$ cat src/rtl/rsnn_ctrl_subsystem_if.sv
// Pin-side bundle of the RSNN control front-end: async enables, serial load
// inputs, spike inputs and everything handed to the core.
interface rsnn_ctrl_if #(
  parameter int N_IN       = 3,
  parameter int PARAM_BITS = 312,
  parameter int TS_W       = 8
);
  logic                  system_enable;
  logic                  spike_input_reg_enable;
  logic                  rsnn_enable;
  logic                  load_params;
  logic                  data_in;
  logic [N_IN-1:0]       input_spikes;
  logic [N_IN-1:0]       registered_spikes;
  logic [PARAM_BITS-1:0] params_out;
  logic                  params_valid;
  logic                  core_enable;
  logic                  data_written;
  logic                  end_writing;
  logic                  load_error;
  logic [TS_W-1:0]       timestep;
  logic [1:0]            dbg_state;

  // data_written and end_writing are single-cycle strobes with no back-pressure:
  // a bit on data_in is consumed at the clock edge that closes a data_written
  // cycle, and end_writing marks the cycle in which params_out is being replaced.
  modport master (
    output system_enable, spike_input_reg_enable, rsnn_enable, load_params,
    output data_in, input_spikes,
    input  registered_spikes, params_out, params_valid, core_enable,
    input  data_written, end_writing, load_error, timestep, dbg_state
  );

  modport slave (
    input  system_enable, spike_input_reg_enable, rsnn_enable, load_params,
    input  data_in, input_spikes,
    output registered_spikes, params_out, params_valid, core_enable,
    output data_written, end_writing, load_error, timestep, dbg_state
  );
endinterface

$ cat src/rtl/rsnn_ctrl_subsystem.sv
// Control front-end for the RSNN core: enable synchronizers, spike register,
// serial parameter loader with shadow/commit, and the core timestep counter.
module rsnn_ctrl_subsystem #(
  parameter int N_IN        = 3,
  parameter int PARAM_BITS  = 312,
  parameter int SYNC_STAGES = 2,
  parameter int TS_W        = 8
) (
  input  logic        clk,
  input  logic        reset_n,
  rsnn_ctrl_if.slave  bus
);

  localparam int              BC_W     = (PARAM_BITS > 2) ? $clog2(PARAM_BITS) : 1;
  localparam logic [BC_W-1:0] LAST_BIT = BC_W'(PARAM_BITS - 1);

  typedef enum logic [1:0] {
    ST_IDLE   = 2'd0,
    ST_LOAD   = 2'd1,
    ST_COMMIT = 2'd2
  } state_t;

  state_t                r_state;
  state_t                w_state_nxt;

  logic [SYNC_STAGES-1:0] r_sync_sys;
  logic [SYNC_STAGES-1:0] r_sync_spk;
  logic [SYNC_STAGES-1:0] r_sync_run;
  logic [SYNC_STAGES-1:0] r_sync_ld;
  logic [SYNC_STAGES-1:0] r_warm;
  logic                   r_ld_prev;
  logic                   r_ld_armed;

  logic [BC_W-1:0]        r_bit_cnt;
  logic [PARAM_BITS-1:0]  r_shadow;
  logic [PARAM_BITS-1:0]  r_params;
  logic                   r_params_valid;
  logic                   r_load_error;
  logic [N_IN-1:0]        r_spikes;
  logic                   r_core_en;
  logic [TS_W-1:0]        r_timestep;

  logic                   w_s_sys;
  logic                   w_s_spk;
  logic                   w_s_run;
  logic                   w_s_ld;
  logic                   w_start;
  logic                   w_load_go;
  logic                   w_shift;
  logic                   w_abort;
  logic                   w_commit;

  always_ff @(posedge clk or negedge reset_n) begin
    if (!reset_n) begin
      r_sync_sys <= '0;
      r_sync_spk <= '0;
      r_sync_run <= '0;
      r_sync_ld  <= '0;
      r_warm     <= '0;
    end else begin
      r_sync_sys <= {r_sync_sys[SYNC_STAGES-2:0], bus.system_enable};
      r_sync_spk <= {r_sync_spk[SYNC_STAGES-2:0], bus.spike_input_reg_enable};
      r_sync_run <= {r_sync_run[SYNC_STAGES-2:0], bus.rsnn_enable};
      r_sync_ld  <= {r_sync_ld[SYNC_STAGES-2:0],  bus.load_params};
      r_warm     <= {r_warm[SYNC_STAGES-2:0],     1'b1};
    end
  end

  assign w_s_sys = r_sync_sys[SYNC_STAGES-1];
  assign w_s_spk = r_sync_spk[SYNC_STAGES-1];
  assign w_s_run = r_sync_run[SYNC_STAGES-1];
  assign w_s_ld  = r_sync_ld[SYNC_STAGES-1];

  // The reset value of the synchronizer is not a real low level on the pin, so
  // an edge only counts once s_ld has been seen low after the chain has flushed.
  always_ff @(posedge clk or negedge reset_n) begin
    if (!reset_n) begin
      r_ld_prev  <= 1'b0;
      r_ld_armed <= 1'b0;
    end else begin
      r_ld_prev  <= w_s_ld;
      r_ld_armed <= r_ld_armed | (r_warm[SYNC_STAGES-1] & ~w_s_ld);
    end
  end

  assign w_start = w_s_ld & ~r_ld_prev & r_ld_armed;

  always_ff @(posedge clk or negedge reset_n) begin
    if (!reset_n) begin
      r_state <= ST_IDLE;
    end else begin
      r_state <= w_state_nxt;
    end
  end

  always_comb begin
    w_state_nxt = r_state;
    w_load_go   = 1'b0;
    w_shift     = 1'b0;
    w_abort     = 1'b0;
    w_commit    = 1'b0;
    case (r_state)
      ST_IDLE: begin
        if (w_start && w_s_sys) begin
          w_state_nxt = ST_LOAD;
          w_load_go   = 1'b1;
        end
      end
      ST_LOAD: begin
        if (!w_s_sys) begin
          w_state_nxt = ST_IDLE;
          w_abort     = 1'b1;
        end else begin
          w_shift = 1'b1;
          if (r_bit_cnt == LAST_BIT) begin
            w_state_nxt = ST_COMMIT;
          end
        end
      end
      ST_COMMIT: begin
        w_commit    = 1'b1;
        w_state_nxt = ST_IDLE;
      end
      default: begin
        w_state_nxt = ST_IDLE;
      end
    endcase
  end

  always_ff @(posedge clk or negedge reset_n) begin
    if (!reset_n) begin
      r_bit_cnt <= '0;
      r_shadow  <= '0;
    end else begin
      if (w_load_go || w_abort || (w_shift && (r_bit_cnt == LAST_BIT))) begin
        r_bit_cnt <= '0;
      end else if (w_shift) begin
        r_bit_cnt <= r_bit_cnt + BC_W'(1);
      end
      if (w_shift) begin
        r_shadow <= {r_shadow[PARAM_BITS-2:0], bus.data_in};
      end
    end
  end

  // The core only ever sees a fully shifted shadow; aborts leave params untouched.
  always_ff @(posedge clk or negedge reset_n) begin
    if (!reset_n) begin
      r_params       <= '0;
      r_params_valid <= 1'b0;
      r_load_error   <= 1'b0;
    end else begin
      if (w_commit) begin
        r_params       <= r_shadow;
        r_params_valid <= 1'b1;
      end
      if (w_load_go) begin
        r_load_error <= 1'b0;
      end else if (w_abort) begin
        r_load_error <= 1'b1;
      end
    end
  end

  always_ff @(posedge clk or negedge reset_n) begin
    if (!reset_n) begin
      r_spikes   <= '0;
      r_core_en  <= 1'b0;
      r_timestep <= '0;
    end else begin
      if (w_s_sys && w_s_spk) begin
        r_spikes <= bus.input_spikes;
      end
      r_core_en <= w_s_sys & w_s_run & r_params_valid;
      if (!w_s_run) begin
        r_timestep <= '0;
      end else if (r_core_en) begin
        r_timestep <= r_timestep + TS_W'(1);
      end
    end
  end

  assign bus.registered_spikes = r_spikes;
  assign bus.params_out        = r_params;
  assign bus.params_valid      = r_params_valid;
  assign bus.core_enable       = r_core_en;
  assign bus.data_written      = w_shift;
  assign bus.end_writing       = w_commit;
  assign bus.load_error        = r_load_error;
  assign bus.timestep          = r_timestep;
  assign bus.dbg_state         = r_state;

endmodule

$ cat src/flat_wrapper.sv
// flat-port wrapper written by rule: the top's interface ports become plain ports
module rsnn_ctrl_subsystem_flat 
#(
  parameter int N_IN        = 3,
  parameter int PARAM_BITS  = 312,
  parameter int SYNC_STAGES = 2,
  parameter int TS_W        = 8
)
  (clk, reset_n, bus_system_enable, bus_spike_input_reg_enable, bus_rsnn_enable, bus_load_params, bus_data_in, bus_input_spikes, bus_registered_spikes, bus_params_out, bus_params_valid, bus_core_enable, bus_data_written, bus_end_writing, bus_load_error, bus_timestep, bus_dbg_state);
  rsnn_ctrl_if #(.N_IN(N_IN), .PARAM_BITS(PARAM_BITS), .TS_W(TS_W)) bus_i ();
  input  logic clk;
  input  logic reset_n;
  input wire logic [$bits(bus_i.system_enable)-1:0] bus_system_enable;
  input wire logic [$bits(bus_i.spike_input_reg_enable)-1:0] bus_spike_input_reg_enable;
  input wire logic [$bits(bus_i.rsnn_enable)-1:0] bus_rsnn_enable;
  input wire logic [$bits(bus_i.load_params)-1:0] bus_load_params;
  input wire logic [$bits(bus_i.data_in)-1:0] bus_data_in;
  input wire logic [$bits(bus_i.input_spikes)-1:0] bus_input_spikes;
  output wire logic [$bits(bus_i.registered_spikes)-1:0] bus_registered_spikes;
  output wire logic [$bits(bus_i.params_out)-1:0] bus_params_out;
  output wire logic [$bits(bus_i.params_valid)-1:0] bus_params_valid;
  output wire logic [$bits(bus_i.core_enable)-1:0] bus_core_enable;
  output wire logic [$bits(bus_i.data_written)-1:0] bus_data_written;
  output wire logic [$bits(bus_i.end_writing)-1:0] bus_end_writing;
  output wire logic [$bits(bus_i.load_error)-1:0] bus_load_error;
  output wire logic [$bits(bus_i.timestep)-1:0] bus_timestep;
  output wire logic [$bits(bus_i.dbg_state)-1:0] bus_dbg_state;
  assign bus_i.system_enable = bus_system_enable;
  assign bus_i.spike_input_reg_enable = bus_spike_input_reg_enable;
  assign bus_i.rsnn_enable = bus_rsnn_enable;
  assign bus_i.load_params = bus_load_params;
  assign bus_i.data_in = bus_data_in;
  assign bus_i.input_spikes = bus_input_spikes;
  assign bus_registered_spikes = bus_i.registered_spikes;
  assign bus_params_out = bus_i.params_out;
  assign bus_params_valid = bus_i.params_valid;
  assign bus_core_enable = bus_i.core_enable;
  assign bus_data_written = bus_i.data_written;
  assign bus_end_writing = bus_i.end_writing;
  assign bus_load_error = bus_i.load_error;
  assign bus_timestep = bus_i.timestep;
  assign bus_dbg_state = bus_i.dbg_state;
  rsnn_ctrl_subsystem #(.N_IN(N_IN), .PARAM_BITS(PARAM_BITS), .SYNC_STAGES(SYNC_STAGES), .TS_W(TS_W)) u_core (.clk(clk), .reset_n(reset_n), .bus(bus_i));
endmodule
$ cat config.mk
export PLATFORM = sky130hd
export DESIGN_NAME = rsnn_ctrl_subsystem_flat
export DESIGN_NICKNAME = d
export VERILOG_FILES = /design/src/rtl/rsnn_ctrl_subsystem_if.sv /design/src/rtl/rsnn_ctrl_subsystem.sv /design/src/flat_wrapper.sv
export SDC_FILE = /design/constraint.sdc
export NUM_CORES = 1
export LEC_CHECK = 0
export CORE_UTILIZATION = 25
export DETAILED_ROUTE_END_ITERATION = 16
export PLACE_DENSITY = 0.52
export SLEW_MARGIN = 20
export SYNTH_ARGS = -nofsm -noshare
export SYNTH_HDL_FRONTEND = slang
export SYNTH_SLANG_ARGS = --single-unit
export TNS_END_PERCENT = 5
$ cat constraint.sdc
create_clock -name clk -period 1.59 [get_ports clk]
set_clock_uncertainty 0.15 [all_clocks]
set_input_delay 0.3975 -clock clk [delete_from_list [all_inputs] [get_ports clk]]
set_output_delay 0.3975 -clock clk [all_outputs]
set_load 0.005 [all_outputs]
# == After elaboration in Yosys (flattened, before gate mapping) ==
# Cells that the tools add are included.
# totals
reg_bits,661
# op_classes
bitwise_logic,8
n_eq_ne,6
n_mux,17
reduce_logical,9
n_addsub,2
# op_table
operator,count
9-bit 2-to-1 mux,2
8-bit 2-to-1 mux,2
"9-bit by 1-bit adder with 9-bit output, second input constant",1
"9-bit equality test, second input constant",1
1-bit 2-to-1 mux,9
"8-bit by 1-bit adder with 8-bit output, second input constant",1
2-bit 2-to-1 mux,3
1-bit AND,5
2-bit case mux with 2 select lines,1
2-bit nonzero test,2
1-bit logical AND,3
"3-bit != test, second input constant",1
"2-bit by 1-bit equality test with 1-bit output, second input constant",1
"2-bit equality test, second input constant",1
2-bit zero test,1
1-bit logical OR,2
"2-bit by 1-bit != test with 1-bit output, second input constant",1
"2-bit != test, second input constant",1
1-bit NOT,2
2-bit AND reduction,1
1-bit OR,1

# == Longest topological paths before layout ==
# Gate-level depths: netlist of the first run.
# logic_depth
word_depth,9
depth_mapped,8
ltp_nobuf,5

# == Least setup slack after synthesis of the first run ==
# Ideal clock, no wire load.
# synth_path
path_kind,flip-flop to output port
from,"register u_core.r_state[1], in the netlist u_core.bus.dbg_state[1]"
to,output port bus_data_written
path_stages_with_launch,6
n_path_buf,2
arrival_ps,1212
setup_slack_ps,-169
t_required_ps,1042
cell_sequence,dfrtp_1 > nand2b_1 > or2_1 > buf_4 > clkinv_4 > buf_2
# synth_via
elab_chain_cells,2
# synth_rtl
element,line_no,rtl
"start, declared",rsnn_ctrl_subsystem.sv:23,state_t r_state;
"start signal, assigned",rsnn_ctrl_subsystem.sv:92,r_state <= w_state_nxt;
2-bit by 1-bit equality test with 1-bit output,rsnn_ctrl_subsystem.sv:102,case (r_state)
1-bit 2-to-1 mux,rsnn_ctrl_subsystem.sv:102,
"end, declared",flat_wrapper.sv:23,output wire logic [$bits(bus_i.data_written)-1:0] bus_data_written;
# No other way between the ends.

# == Worst setup path after layout of the first run ==
# Ends and elaborated chain as after synthesis.

==> summary.txt, run 1 <==
Timing
  • RSZ-0062 raised after global routing: true
  • Fmax: 0.4749 GHz
  • Max Slew Vio Count: 0
  • Slew HR: 0.5440
  • Min cycle time layout: 2106 ps
  • Tcrit/Tclk final: 1.324
  • Final hold vios: 0
  • Worst slew pin tran: 684.1 ps
  • Final setup viols: 960
  • Final setup margin: -515.9 ps

Floorplanning
  • Core area: 98,560 sq um
  • I/O pin count: 340
  • Die Y: 317.7 um
  • Die W: 317.7 um
  • Starting Density: 0.2528
  • Row count: 115
  • Die area: 100,900 sq um

Route
  • Drt first pass iters: 5
  • Routed WL: 60,850 um
  • DRT met1 WL: 27,920 um
  • Routed len/inst: 15.66 um
  • Final ANT Viol Nets: 0
  • Met3 wire len: 2329 um
  • Routed wl met2: 29,040 um
  • Top routing layer in use: met4
  • Vias per inst: 4.105
  • Routed via count: 15,950
  • DRC viols: 0
  • First DRT Iteration DRCs: 1,184

Global route
  • Global-route wire length before repair: 97,800 um
  • Largest net degree at the start of global routing: 142
  • Tot GR Track Use: 0.1219
  • Initial antenna violation count: 1
  • Vias in the first global route: 16,250
  • Grt ovf: 0

Layout
  • Inserted Diodes: 0
  • Fraction of layout cells with a size suffix above 1: 0.2747
  • Most common cell after layout, fill and taps aside: nand2_1
  • Most frequent cells in the layout: 943 x nand2_1, 659 x dfrtp_1, 192 x mux2_1
  • Area growth syn-to-layout: 28.63%
  • Nets: 2,546
  • Final Non-Filler Cells: 3,886

Critical path
  • CP Capture Type: output pin
  • WP data required: 1040 ps
  • CP Class: reg2out
  • Critical Path Start Type: flop
  • Critical Path Fanout Max: 2
  • CP Data Arrival Time: 1560 ps

Status
  • Status: finished with violations
  • Violated checks: negative setup slack

Clock network
  • Num CTS Buffers: 78
  • Worst-case clock buffer depth: 3
  • CTS tree: built
  • Clock latency on the worst-skew pair: 630 ps
  • # H-tree levels: 3
  • CTS sink cnt: 661
  • Root Driver: clkbuf_16
  • CTS clk-pin slew, worst paths: 60 ps

Power
  • Sw power: 8.248 mW
  • Sw frac: 0.2199
  • Leakage: 17.79 nW
  • Max VDD drop: 739.5 uV
  • Pint: 29.27 mW
  • Combinational share of power: 0.028
  • Clk pwr share: 0.517
  • Reg power frac: 0.455
  • Post-layout power: 37.52 mW
  • Power density cells: 1171 nW/um^2

Logic synthesis
  • Post-synth design cell area: 24,910 sq um
  • Main synth FF type: dfrtp_1
  • Async set-reset flop share out of synthesis: 1.000
  • Synthesized area per cell: 11.85 sq um
  • Cells after synthesis: 2,103
  • Unique masters post-synth: 36
  • Number of flops mapped to enable cells by yosys: 0
  • Sequential area share after synthesis: 0.6639
  • Post-synth net total: 2,115
  • YS warnings: 0
  • Post-synthesis register bit count: 661

Placed design
  • HPWL Detailed: 40,190 um
  • Port bufs: 339
  • Gpl congestion: 0.7301
  • Cells after DPL: 3,713

Hold path
  • Min-Delay Path Class: in2reg

Run
  • Max-cap violation count: 0
Yosys cell counts, types with 2 or more instances:
cell type / count / area share
and2_1: 6 / 0.0015
and3_1: 2 / 0.00050
and4b_1: 5 / 0.0020
buf_2: 43 / 0.0086
buf_4: 35 / 0.011
buf_6: 23 / 0.010
clkbuf_1: 5 / 0.00075
dfrtp_1: 661 / 0.66
ha_1: 2 / 0.0010
inv_1: 2 / 0.00030
mux2_1: 202 / 0.091
mux2_2: 113 / 0.051
nand2_1: 944 / 0.14
nand3_1: 2 / 0.00040
nand4_1: 3 / 0.00075
nor2_1: 10 / 0.0015
nor2b_1: 5 / 0.0013
nor4bb_1: 2 / 0.00080
o2111ai_1: 2 / 0.00070
o211ai_1: 2 / 0.00060
o21ai_0: 7 / 0.0014
o21ai_1: 2 / 0.00040
xnor2_1: 3 / 0.0011
xor2_1: 10 / 0.0035
power by group through the flow:
stage	Clock, mW	Combinational, mW	Sequential [mW]
after global placement	0	1.08	17.4
after CTS	20.1	1.08	17.1
after floorplan	0	0.401	17.3
after global routing	20.8	1.20	17.1
after detailed placement	0	1.08	17.4
final	19.4	1.05	17.1
cell families (layout without fill, tap and decap cells):
kind of cell | Yosys count | in the layout | share of synthesized area
XOR/XNOR | 13 | 13 | 0.004570
other | 1 | 1 | 0.0001505
adder cells (fa/ha/maj) | 2 | 2 | 0.001004
AND/OR/NAND/NOR | 985 | 985 | 0.1525
multiplexers | 316 | 316 | 0.1428
flip-flops | 661 | 661 | 0.6639
buffers and inverters | 109 | 605 | 0.03099
AO/OA/AOI/OAI | 16 | 16 | 0.004068
path summary, 6_finish.rpt:
kind | start | to | slack, ps | cells past startpoint
setup / recovery | u_core.bus.dbg_state[1] | bus_data_written | -520 | 4
hold / removal | bus_load_params | u_core.r_sync_ld[0] | 120 | 1
setup reg to reg | u_core.bus.dbg_state[0] | u_core.bus.params_out[172] | -420 | 6
hold reg to reg | u_core.r_sync_run[0] | u_core.r_sync_run[1] | 190 | 0
max in group asynchronous | reset_n | u_core.bus.params_out[158] | 510 | 4
min in group asynchronous | reset_n | u_core.r_shadow[39] | 200 | 3
metal layers:
layer	GRT usage	vias to the layer above
met5	0	-
met4	0.04164	0
met3	0.02732	95
met2	0.1953	265
met1	0.1620	7989
li1	-	7603
registers in the layout (all words and copies together) (netlist names):
name and flops:
u_core.bus.dbg_state 2, u_core.r_sync_sys 2, u_core.r_sync_ld 2, u_core.bus.load_error 1, u_core.r_ld_armed 1, u_core.bus.params_out 312
u_core.bus.core_enable 1, u_core.r_shadow 312, u_core.bus.registered_spikes 3, u_core.r_sync_spk 2, u_core.r_sync_run 2, u_core.r_bit_cnt 9
u_core.bus.timestep 8, u_core.bus.params_valid 1, u_core.r_ld_prev 1, u_core.r_warm 2
per-stage QoR:
stage                     utilization  area (sq um)  hold slack, ps  TNS, ps  setup WS, ps
after floorplan                     -         25170          -48.09   -33800        -100.2
after global placement         0.3080         30350           181.6  -147270        -318.8
after detailed placement       0.3080         30350           184.7  -143300        -311.1
after CTS                      0.3324         32760           71.51  -285740        -616.8
after global routing           0.3251         32050           89.64  -284600        -593.5
final                          0.3251         32050           119.1  -210920        -515.9
worst max-delay path: stages, from the launching register on:
cell      delay (ps)
dfrtp_2          400
nand2b_4         140
or2_4            260
clkinv_8          50
buf_6             80
what timing repair did:
| item | CTS | global route |
|---|---|---|
| buffers inserted | 15 | 10 |
| pin swaps | 1 | 2 |
| resized for setup | 891 | 259 |
| hold buffers | 4 | 0 |
| endpoints found under the setup margin | 965 | 968 |
| endpoints found under the hold margin | 664 | 0 |
area by class of cell:
class / count / area [sq um]
Clock buffer: 106 / 2260
Clock inverter: 39 / 603.1
Fill cell: 10030 / 66520
Inverter: 3 / 23.77
Multi-Input combinational cell: 1333 / 7741
Sequential cell: 661 / 16540
Tap cell: 1287 / 1610
Timing Repair Buffer: 457 / 3264
No activity file was read; power rests on OpenSTA's default activity.
==> inputs of run 2 (changes only) <==
--- a/config.mk
+++ b/config.mk
@@ -8,6 +8,7 @@
 export CORE_UTILIZATION = 25
 export DETAILED_ROUTE_END_ITERATION = 16
 export PLACE_DENSITY = 0.52
+export REMOVE_ABC_BUFFERS = 1
 export SLEW_MARGIN = 20
 export SYNTH_ARGS = -nofsm -noshare
 export SYNTH_HDL_FRONTEND = slang
==> run 2 against run 1 <==
  * The flow still finishes with violations (negative setup slack)
  * Combinational power grew 31%
  * Setup slack lost 76 ps
  * Sequential share of layout area shrank 1.8 points
  * Total power shrank 1.3%
  * Clock-buffer cell count grew 10
  * Critical path type unchanged
  * Highest routed layer unchanged
==> summary.txt, run 2 (same netlist as run 1, synthesis figures left out) <==
Power
  • Pint: 28.71 mW (-1.9%)
  • Reg power frac: 0.460 (+0.005)
  • Combinational share of power: 0.037 (+0.009)
  • Sw frac: 0.2241 (+0.004268)
  • Clk pwr share: 0.502 (-0.015)
  • Sw power: 8.295 mW (+0.57%)
  • Leakage: 17.99 nW (+1.1%)
  • Post-layout power: 37.01 mW (-1.3%)
  • Power density cells: 1114 nW/um^2 (-4.9%)
  • Max VDD drop: 765.8 uV (+3.5%)

Timing
  • Min cycle time layout: 2182 ps (+75.65 ps)
  • Fmax: 0.4584 GHz (-3.5%)
  • Final hold vios: 0 (unchanged)
  • Max Slew Vio Count: 0 (unchanged)
  • Final setup viols: 966 (+0.63%)
  • Tcrit/Tclk final: 1.372 (+0.04758)
  • RSZ-0062 raised after global routing: true
  • Final setup margin: -591.6 ps (-75.66 ps)

Global route
  • Grt ovf: 0 (unchanged)
  • Tot GR Track Use: 0.1214 (-0.0004910)
  • M1 GR Usage: 0.1635 (+0.001519)
  • Initial antenna violation count: 0 (-1)
  • Met2 Usage GRT: 0.1873 (-0.007992)
  • Global-route wire length before repair: 97,800 um (unchanged)
  • GR met3 Demand/Resource: 0.03375 (+0.006432)
  • Gr busiest metal: met2
  • Largest net degree at the start of global routing: 154 (+8.5%)
  • Vias in the first global route: 16,340 (+0.50%)

Status
  • Status: finished with violations
  • Violated checks: negative setup slack

Layout
  • Register area: 16,540 sq um (about the same)
  • Nets: 2,562 (+0.63%)
  • Final Non-Filler Cells: 3,899 (+0.33%)
  • Most frequent cells in the layout: 919 x nand2_1, 660 x dfrtp_1, 201 x mux2_1
  • Inserted Diodes: 0 (unchanged)
  • Fraction of layout cells with a size suffix above 1: 0.2335 (-0.04118)
  • Multi-input logic area: 7694 sq um (-0.61%)
  • Area growth syn-to-layout: 33.37%
  • Fillcell total: 9,833 (-1.9%)
  • Fin area: 33,230 sq um (+3.7%)
  • Most common cell after layout, fill and taps aside: nand2_1

Floorplanning
  • Row count: 115 (unchanged)
  • Die W: 317.7 um (unchanged)
  • Starting Density: 0.2528 (unchanged)
  • Die Y: 317.7 um (unchanged)
  • Die area: 100,900 sq um (unchanged)
  • I/O pin count: 340 (unchanged)
  • Core area: 98,560 sq um (unchanged)

Clock network
  • CTS clk-pin slew, worst paths: 70 ps (about the same)
  • Worst-case clock buffer depth: 3 (unchanged)
  • # H-tree levels: 3 (unchanged)
  • Root Driver: clkbuf_16
  • Num CTS Buffers: 78 (unchanged)
  • Clock latency on the worst-skew pair: 640 ps (about the same)
  • CTS sink cnt: 661 (unchanged)
  • CTS tree: built

Placed design
  • Pre-CTS WS: -387.0 ps (-75.91 ps)
  • Gpl congestion: 0.7308 (about the same)
  • Placement Cell Area: 30,230 sq um (-0.42%)
  • Cells after DPL: 3,710 (-0.081%)
  • Port bufs: 339 (unchanged)
  • HPWL Detailed: 39,600 um (-1.5%)

Hold path
  • Min-Delay Path Class: in2reg
  • Hold path depth: 1 (unchanged)
  • Hold path endpoint: u_core.r_sync_sys[0]
  • Hold Crit Start: bus_system_enable

Route
  • DRC viols: 0 (unchanged)
  • Final ANT Viol Nets: 0 (unchanged)
  • First DRT Iteration DRCs: 946 (-20%)
  • Routed WL: 64,910 um (+6.7%)
  • Vias per inst: 4.109 (about the same)
  • Routed len/inst: 16.65 um (+6.3%)
  • Routed via count: 16,020 (+0.43%)
  • Drt first pass iters: 5 (unchanged)

Run
  • Max-cap violation count: 0 (unchanged)

Critical path
  • Critical Path Start Type: flop
  • CP Capture Type: output pin
  • CP Data Arrival Time: 1630 ps (+70 ps)
  • Worst reg2reg setup slack: -510 ps (-90 ps)
  • RR Endpoint: u_core.r_shadow[147]
  • Max incr delay on CP: 400 ps (about the same)
  • Critical Path Fanout Max: 2 (unchanged)
  • R2r startpoint: u_core.bus.dbg_state[0]
  • CP max stage cell: dfrtp_1
  • Buf+Inv Stages, Crit Path: 2 (unchanged)
  • WP data required: 1040 ps (about the same)
  • CP Class: reg2out
  • Crit path cell chain: nand2b_4 > or2_4 > clkinv_8 > buf_6
  • Depth of the most critical reg-to-reg path: 12 (+6)
  • Crit-path leading delay family: simple AND/OR/NAND/NOR gates
==> run 2: per-stage QoR <==
stage            util  TNS (ps)  hold slack [ps]
6_report       0.3371   -282700            79.15
4_1_cts        0.3318   -336090            12.98
3_3_place_gp   0.3067   -158480            70.48
2_1_floorplan       -  -7160820           -48.09
3_5_place_dp   0.3067   -162980            70.28
5_1_grt        0.3371   -355680            40.00
==> run 2: final cells by class <==
class | instances | area share
clock buffers | 116 | 0.07060
clock inverters | 26 | 0.01115
inverters | 3 | 0.0007154
multi-input cells | 1333 | 0.2315
flip-flops and latches | 661 | 0.4978
well taps | 1287 | 0.04846
repair buffers | 473 | 0.1397
==> run 2: timing repair <==
| item | CTS | global route |
|---|---|---|
| resized for setup | 823 | 227 |
| setup endpoints to repair | 965 | 968 |
| pin swaps | 1 | 2 |
| gates cloned | 0 | 20 |
| setup buffers | 12 | 13 |
| hold endpoints to repair | 661 | 0 |
| hold buffers | 2 | 0 |
==> run 2: routing by layer <==
metal / up-vias / routed length (um)
met1: 7981 / 30700
met4: 0 / 1441
met2: 299 / 29490
met5: - / 0
met3: 93 / 3280
li1: 7648 / -
==> run 2: worst max path at each step <==
| stage | slack [ps] | cells past startpoint | from | end |
|---|---|---|---|---|
| 3_3_place_gp | -380 | 6 | u_core.bus.dbg_state[1] | u_core.bus.params_out[302] |
| 4_1_cts | -680 | 4 | u_core.bus.dbg_state[1] | bus_data_written |
| 3_5_place_dp | -390 | 6 | u_core.bus.dbg_state[1] | u_core.bus.params_out[140] |
| 2_1_floorplan | -14930 | 2 | u_core.bus.dbg_state[1] | u_core.bus.params_out[0] |
| 5_1_grt | -680 | 4 | u_core.bus.dbg_state[1] | bus_data_written |
| 6_report | -590 | 4 | u_core.bus.dbg_state[1] | bus_data_written |
==> run 2: power groups by stage <==
stage | clock (mW) | combinational, mW | sequential (mW)
floorplan | 0 | 0.271 | 17.3
global placement | 0 | 1.11 | 17.3
detailed placement | 0 | 1.11 | 17.3
CTS | 19.2 | 1.15 | 17.0
global route | 19.9 | 1.54 | 17.0
finish | 18.6 | 1.38 | 17.0
